`src/rtl/toy_serial_byte_rx.sv`:
```
// toy_serial_byte_rx: 8N1 serial receiver (LSB first) that feeds the toy byte
// loader. Each good byte is presented on data with a one-cycle load_enable
// strobe. A frame whose stop bit samples low raises a one-cycle frame_error
// pulse and is never strobed.
module toy_serial_byte_rx #(
    parameter int CLKS_PER_BIT = 16
) (
    input  logic       clk,
    input  logic       reset,
    input  logic       rx,
    output logic [7:0] data,
    output logic       load_enable,
    output logic       frame_error,
    output logic       busy
);

    localparam int HALF = CLKS_PER_BIT / 2;
    localparam int CW   = $clog2(CLKS_PER_BIT);

    localparam logic [CW-1:0] CNT_LAST = CW'(CLKS_PER_BIT - 1);
    localparam logic [CW-1:0] CNT_HALF = CW'(HALF - 1);

    typedef enum logic [2:0] {
        IDLE,
        START,
        DATA,
        STOP,
        BREAK
    } state_t;

    state_t        state_q, state_d;
    logic [CW-1:0] cnt_q, cnt_d;
    logic [2:0]    idx_q, idx_d;
    logic [7:0]    shift_q, shift_d;
    logic [7:0]    data_d;
    logic          load_enable_d;
    logic          frame_error_d;
    logic          rx_meta;
    logic          rx_s;

    // Two-flop synchronizer. It resets to the idle-high line level so that
    // releasing reset cannot look like a start edge.
    always_ff @(posedge clk or negedge reset) begin
        if (!reset) begin
            rx_meta <= 1'b1;
            rx_s    <= 1'b1;
        end else begin
            rx_meta <= rx;
            rx_s    <= rx_meta;
        end
    end

    // State register. The strobes and data are registered here, so they
    // appear in the cycle after the stop-bit sample.
    always_ff @(posedge clk or negedge reset) begin
        if (!reset) begin
            state_q     <= IDLE;
            cnt_q       <= '0;
            idx_q       <= '0;
            shift_q     <= '0;
            data        <= 8'h00;
            load_enable <= 1'b0;
            frame_error <= 1'b0;
        end else begin
            state_q     <= state_d;
            cnt_q       <= cnt_d;
            idx_q       <= idx_d;
            shift_q     <= shift_d;
            data        <= data_d;
            load_enable <= load_enable_d;
            frame_error <= frame_error_d;
        end
    end

    // Next-state logic. START samples at HALF-1 to find the middle of the
    // start bit; every later sample is one full bit period on, which keeps
    // each sample at its bit centre.
    always_comb begin
        state_d       = state_q;
        cnt_d         = cnt_q;
        idx_d         = idx_q;
        shift_d       = shift_q;
        data_d        = data;
        load_enable_d = 1'b0;
        frame_error_d = 1'b0;

        case (state_q)
            IDLE: begin
                cnt_d = '0;
                if (!rx_s) begin
                    state_d = START;
                end
            end

            START: begin
                if (cnt_q == CNT_HALF) begin
                    cnt_d = '0;
                    if (!rx_s) begin
                        state_d = DATA;
                        idx_d   = '0;
                    end else begin
                        state_d = IDLE;
                    end
                end else begin
                    cnt_d = cnt_q + 1'b1;
                end
            end

            DATA: begin
                if (cnt_q == CNT_LAST) begin
                    cnt_d   = '0;
                    shift_d = {rx_s, shift_q[7:1]};
                    idx_d   = idx_q + 3'd1;
                    if (idx_q == 3'd7) begin
                        state_d = STOP;
                    end
                end else begin
                    cnt_d = cnt_q + 1'b1;
                end
            end

            STOP: begin
                if (cnt_q == CNT_LAST) begin
                    cnt_d = '0;
                    if (rx_s) begin
                        data_d        = shift_q;
                        load_enable_d = 1'b1;
                        state_d       = IDLE;
                    end else begin
                        frame_error_d = 1'b1;
                        state_d       = BREAK;
                    end
                end else begin
                    cnt_d = cnt_q + 1'b1;
                end
            end

            BREAK: begin
                cnt_d = '0;
                if (rx_s) begin
                    state_d = IDLE;
                end
            end

            default: begin
                state_d = IDLE;
                cnt_d   = '0;
            end
        endcase
    end

    // busy follows the state register directly: any state other than IDLE.
    always_comb begin
        busy = (state_q != IDLE);
    end

endmodule

```
`config.mk`:
```
export PLATFORM = sky130hd
export DESIGN_NAME = toy_serial_byte_rx
export DESIGN_NICKNAME = d
export VERILOG_FILES = /design/src/rtl/toy_serial_byte_rx.sv
export SDC_FILE = /design/constraint.sdc
export NUM_CORES = 1
export LEC_CHECK = 0
export CORE_MARGIN = 5
export CORE_UTILIZATION = 47
export CTS_BUF_LIST = sky130_fd_sc_hd__clkbuf_4 sky130_fd_sc_hd__clkbuf_8
export DETAILED_ROUTE_END_ITERATION = 6
export DONT_BUFFER_PORTS = 1
export PLACE_DENSITY = 0.62
export SLEW_MARGIN = 25
export SYNTH_ARGS = -nofsm -noshare
export SYNTH_HDL_FRONTEND = slang
export SYNTH_SLANG_ARGS = --single-unit
export TNS_END_PERCENT = 50
```
`constraint.sdc`:
```
create_clock -name clk -period 3.05 [get_ports clk]
set_input_delay 0.61 -clock clk [delete_from_list [all_inputs] [get_ports clk]]
set_output_delay 0.61 -clock clk [all_outputs]
set_load 0.005 [all_outputs]
```
==> flow_summary.yaml, run 1 <==
critical_path:
  critPathTopFamily: "flip-flops"
  crit_fanout: 9
  slowest_stage: "dfrtp_1"
  path_class: "register to primary output"
  slowest_delay_ns: 0.48
  required_ns: 2.44
  worstSetupEndpointType: "primary output"
  path_cells: "or3_1"
  startpoint_type: "register"
  critPathBufInv: 0
  arrival_ns: 1.22
synthesis:
  synthesis.nets: 95
  ys_ff_latch: 30
  synth-warning-count: 0
  syn_inst: 89
  syn_area_per_cell_um2: 13.9
  synth-simple-area-share_pct: 9.51
  synth.area.mux_share_pct: 15.8
  synthArstFlopShare_pct: 100
  synth_edf_count: 0
  seq_area_frac_synth_pct: 60.9
  syn-cell-area_mm2: 0.00124
  synthAdderAreaFrac_pct: 3.04
  synth_top_family_by_area: "multiplexers"
  synth_xor_area_share_pct: 2.13
  synth.lib_cells_used.distinct: 29
  synth_compound_area_share_pct: 5.77
  synth_flop_cell: "dfrtp_1"
timing:
  setup_viol: 0
  finalSetupTns_ns: 0
  clock_skew_ns: 0.00683
  worst_pin_slew_ns: 0.538
  fmax_mhz: 546
  finalCriticalPeriod_ns: 1.83
  rsz0062_at_grt: "false"
  slew_violations: 0
  relSlewSlack_pct: 63.9
  min_period_over_period_pct: 60.1
  whs_ns: 0.0905
  hold_viol_final: 0
  fin_ws_ns: 1.22
layout:
  fillCellCount: 226
  diodes: 0
  layout.nets: 98
  drive_gt1_share_pct: 32.6
  fin_area_mm2: 0.00134
  area_growth_pct: 8.70
grt:
  grt_pass1_vias: 684
  grt_max_degree: 29
  antenna_found_initial: 0
  grt-ovfl-total: 0
  grt_pass1_wl_um: 3250
  grt.total_usage_pct: 12.6
route:
  drt_iter0_markers: 8
  avgViaCountPerCell: 5.65
  antenna_left: 0
  totalWireLength_um: 1900
  dr.pass1.iters: 2
  drc: 0
  num_vias: 689
  wl_per_cell_um: 15.5
pwr:
  p_leak_nw: 0.649
  ir_drop_v: 0.000458
  power_w: 0.00100
  pwr-share-clk_pct: 31.6
  intPower_w: 0.000729
  power_density_mw_per_mm2: 745
  seq_power_share_pct: 51.7
  power.share.switching_pct: 27.1
  power_frac_comb_pct: 16.7
  p_switching_w: 0.000272
floorplanning:
  dieArea_mm2: 0.00376
  rows: 18
  pin_count: 14
  die_x_um: 61.3
  die_y_um: 61.3
  initial_core_util_pct: 49.4
  core-area_mm2: 0.00250
clocking:
  htreeDepth: 2
  insertion_delay_ns: 0.32
  clk_pin_slew_worst_paths_ns: 0.09
  cts_root_buf: "clkbuf_4"
  numClockSinks: 30
  post_cts_buffers: 0
  cts_tree: "yes"
  cts_hold_buf: 1
  cts_resized: 0
  cts_buffer_depth: 2
  numCtsBuffers: 5
placement:
  place_congestion: 0.781
  port-buffer-count: 0
  place_ws_ns: 1.25
  place_area_mm2: 0.00124
  hpwl_um: 1260
hold_path:
  worstHoldPathType: "input pin to asynchronous set/reset pin"
run_status:
  outcome: "finished clean"
flow_run:
  cap_violations: 0
[sequential cells by signal, summed over array words and instances, names as in the netlist]
register and count:
data 8, shift_q 8, cnt_q 4, idx_q 3, state_q 3, frame_error 1, load_enable 1, rx_meta 1
rx_s 1
[power groups by stage]
stage | Clock [W] | Sequential, W | Combinational [W]
after floorplan | 0 | 0.000490 | 0.000177
after global placement | 0 | 0.000523 | 0.000154
after detailed placement | 0 | 0.000525 | 0.000158
after CTS | 0.000328 | 0.000517 | 0.000172
after global routing | 0.000344 | 0.000531 | 0.000195
final | 0.000316 | 0.000518 | 0.000167
[Yosys cell counts, types with 2 or more instances]
| library cell | instances | area (um^2) |
|---|---|---|
| mux2_2 | 16 | 180 |
| and3_1 | 2 | 12.5 |
| dfstp_2 | 2 | 52.6 |
| or3_1 | 2 | 12.5 |
| a21oi_1 | 2 | 10.0 |
| ha_1 | 3 | 37.5 |
| nor3_1 | 2 | 10.0 |
| dfrtp_1 | 28 | 701 |
| a22o_2 | 2 | 20.0 |
| nor2_1 | 5 | 18.8 |
| a211oi_1 | 3 | 22.5 |
| clkbuf_1 | 2 | 7.51 |
| nand2_1 | 3 | 11.3 |
| xnor2_1 | 2 | 17.5 |
[cell type report]
class                      instances  area (um^2)  area share [%]
clock buffer                       6         51.3            3.82
clock inverter                     1         30.0            2.23
inverter                           1         3.75           0.279
multi-input combinational         53          448            33.3
sequential                        30          753            56.1
tap                               30         37.5            2.79
timing repair buffer               1         20.0            1.49
[placed cells by master (no fill, tap or decap), types with 2 or more instances in the layout]
master,n
mux2_2,16
dfstp_2,2
nand2_1,3
ha_1,3
a211oi_1,3
nor3_1,2
nor2_1,5
dfrtp_1,28
a21oi_1,2
or3_1,2
and3_1,2
a22o_2,2
xnor2_1,2
clkbuf_4,5
[metrics by stage]
stage / util (%) / cells
after floorplan: - / 89
after global placement: 49.7 / 114
after detailed placement: 49.7 / 114
after CTS: 53.8 / 122
after global routing: 53.8 / 122
final: 53.8 / 122
[final timing paths]
check / from / endpoint / slack [ns] / cells after the start
setup reg to reg: cnt_q[0] / data[4] / 1.25 / 4
setup / recovery: state_q[1] / busy / 1.22 / 1
max in group asynchronous: reset / data[4] / 2.80 / 1
min in group clk: rx / rx_meta / 0.28 / 0
hold / removal: reset / data[6] / 0.09 / 1
hold reg to reg: rx_meta / rx_s / 0.36 / 0
[layer usage]
| layer | vias up | GRT usage, % | routed length [um] |
|---|---|---|---|
| li1 | 324 | - | - |
| met1 | 348 | 16.2 | 897 |
| met2 | 13 | 16.8 | 821 |
| met3 | 4 | 6.08 | 142 |
| met4 | 0 | 8.36 | 33 |
| met5 | - | 0 | 0 |
[cell families (layout without fill, tap and decap cells)]
| logic type | after synthesis | after routing |
|---|---|---|
| simple gates | 21 | 21 |
| flops | 30 | 30 |
| fa+ha+maj | 3 | 3 |
| buf+inv | 6 | 9 |
| mux | 17 | 17 |
| compound gates | 9 | 9 |
| xor+xnor | 3 | 3 |
Note: power is estimated with default switching activity, not from simulation.
==> inputs of run 2 (changes only) <==
- PLACE_DENSITY: 0.62 -> 0.64
- clock period: 3.05 -> 1.6 ns (I/O delays scaled with it)
==> run 2 against run 1 <==
Against the previous run: wire length up 9.5%; count of clock-buffer cells in the layout is the same; power up 140%; the flow now finishes with violations (negative setup slack); die area unchanged; final area up 17%.
==> flow_summary.yaml, run 2 (synthesis results as in run 1) <==
route:
  drc: 0
  dr.pass1.iters: 3
  drt_iter0_markers: 8
  antenna_left: 0
  num_vias: 741
  wl_per_cell_um: 14.6
  avgViaCountPerCell: 5.22
  totalWireLength_um: 2080
clocking:
  cts_buffer_depth: 2
  clk_pin_slew_worst_paths_ns: 0.11
  insertion_delay_ns: 0.33
  cts_tree: "yes"
  htreeDepth: 2
  numCtsBuffers: 5
  numClockSinks: 30
  cts_root_buf: "clkbuf_4"
grt:
  grt.total_usage_pct: 14.5
  grt-ovfl-total: 0
  grt_pass1_wl_um: 3750
  grt_max_degree: 31
  antenna_found_initial: 0
  grt_pass1_vias: 778
placement:
  hpwl_um: 1440
  place_congestion: 0.768
  place_area_mm2: 0.00136
  port-buffer-count: 0
  place_ws_ns: -0.000968
pwr:
  pwr-share-clk_pct: 33.7
  intPower_w: 0.00175
  power_frac_comb_pct: 26.7
  power_density_mw_per_mm2: 1510
  p_switching_w: 0.000622
  power.share.switching_pct: 26.2
  ir_drop_v: 0.00108
  p_leak_nw: 0.761
  seq_power_share_pct: 39.6
timing:
  clock_skew_ns: 0.0197
  slew_violations: 0
  setup_viol: 1
  hold_viol_final: 0
  worst_pin_slew_ns: 0.286
  rsz0062_at_grt: "true"
  min_period_over_period_pct: 100
  whs_ns: 0.362
  fmax_mhz: 624
  fin_ws_ns: -0.00241
  relSlewSlack_pct: 80.9
  finalCriticalPeriod_ns: 1.60
run_status:
  violations: "negative setup slack"
  outcome: "finished, violations left"
layout:
  fillCellCount: 177
  area_growth_pct: 26.8
  post-route-util_pct: 62.7
  fin_area_mm2: 0.00157
  drive_gt1_share_pct: 47.3
  reg_top3: "data: 8 flops, shift_q: 8 flops, cnt_q: 4 flops"
  layout.nets: 117
  final_cell_mix: "dfrtp_1 (27), mux2_2 (16), buf_4 (15), nor2_1 (5), clkbuf_4 (5)"
  final_common_cell: "dfrtp_1"
  diodes: 0
hold_path:
  worstHoldPathType: "register to register"
floorplanning:
  initial_core_util_pct: 49.4
  rows: 18
  core-area_mm2: 0.00250
  dieArea_mm2: 0.00376
  pin_count: 14
  die_x_um: 61.3
  die_y_um: 61.3
critical_path:
  worstSetupEndpointType: "primary output"
  startpoint_type: "register"
  crit_fanout: 6
  required_ns: 1.28
  arrival_ns: 1.28
  path_class: "register to primary output"
flow_run:
  cap_violations: 0
run 2: cell types whose count changed in the layout (fill, tap and decap cells not counted), moves of 2 or more:
cell and change:
buf_4 +15, or3_4 +2, dlygate4sd3_1 +2, or3_1 -2
run 2: stage by stage:
| step | std cells | total power (W) | setup TNS, ns |
|---|---|---|---|
| floorplan | 89 | 0.00128 | -0.0383 |
| detailed placement | 127 | 0.00147 | -0.000968 |
| CTS | 141 | 0.00234 | -0.0229 |
| global placement | 127 | 0.00144 | 0 |
| global route | 142 | 0.00251 | -0.104 |
| finish | 142 | 0.00237 | -0.00241 |
run 2: power by group through the flow:
stage / sequential [W] / clock (W) / combinational, W
after CTS: 0.000940 / 0.000817 / 0.000587
after floorplan: 0.000935 / 0 / 0.000342
final: 0.000940 / 0.000799 / 0.000634
after detailed placement: 0.000954 / 0 / 0.000512
after global routing: 0.000954 / 0.000849 / 0.000709
after global placement: 0.000952 / 0 / 0.000492
run 2: layout make-up:
cell class	instances	area, um^2	area share, %
flip-flops and latches	30	754	48.1
multi-input cells	53	477	30.4
repair buffers	20	184	11.7
clock inverters	2	60.1	3.83
clock buffers	6	51.3	3.27
well taps	30	37.5	2.39
inverters	1	3.75	0.239
run 2: worst paths after layout:
kind | from | endpoint | slack [ns] | depth (start not counted)
setup / recovery | state_q[0] | busy | -0.002 | 2
hold / removal | rx_meta | rx_s | 0.36 | 0
setup reg to reg | state_q[1] | idx_q[0] | 0.02 | 3
hold reg to reg | rx_meta | rx_s | 0.36 | 0
max in group asynchronous | reset | rx_s | 0.93 | 2
min in group asynchronous | reset | state_q[0] | 0.41 | 2
run 2: metal layers:
metal | wire [um] | GRT usage [%]
met3 | 121 | 6.29
met2 | 899 | 20.5
met5 | 0 | 0
met4 | 36 | 6.50
met1 | 1020 | 19.2
run 2: critical path: stages (launching register included):
cell,delay (ns)
dfrtp_2,0.43
buf_4,0.16
or3_4,0.36
run 2: what timing repair did:
item / in CTS / in global routing
resized for setup: 4 / 3
buffers inserted: 3 / 1
endpoints found under the hold margin: 31 / 0
endpoints found under the setup margin: 3 / 12
hold buffers: 3 / 0
pin swaps: 2 / 1
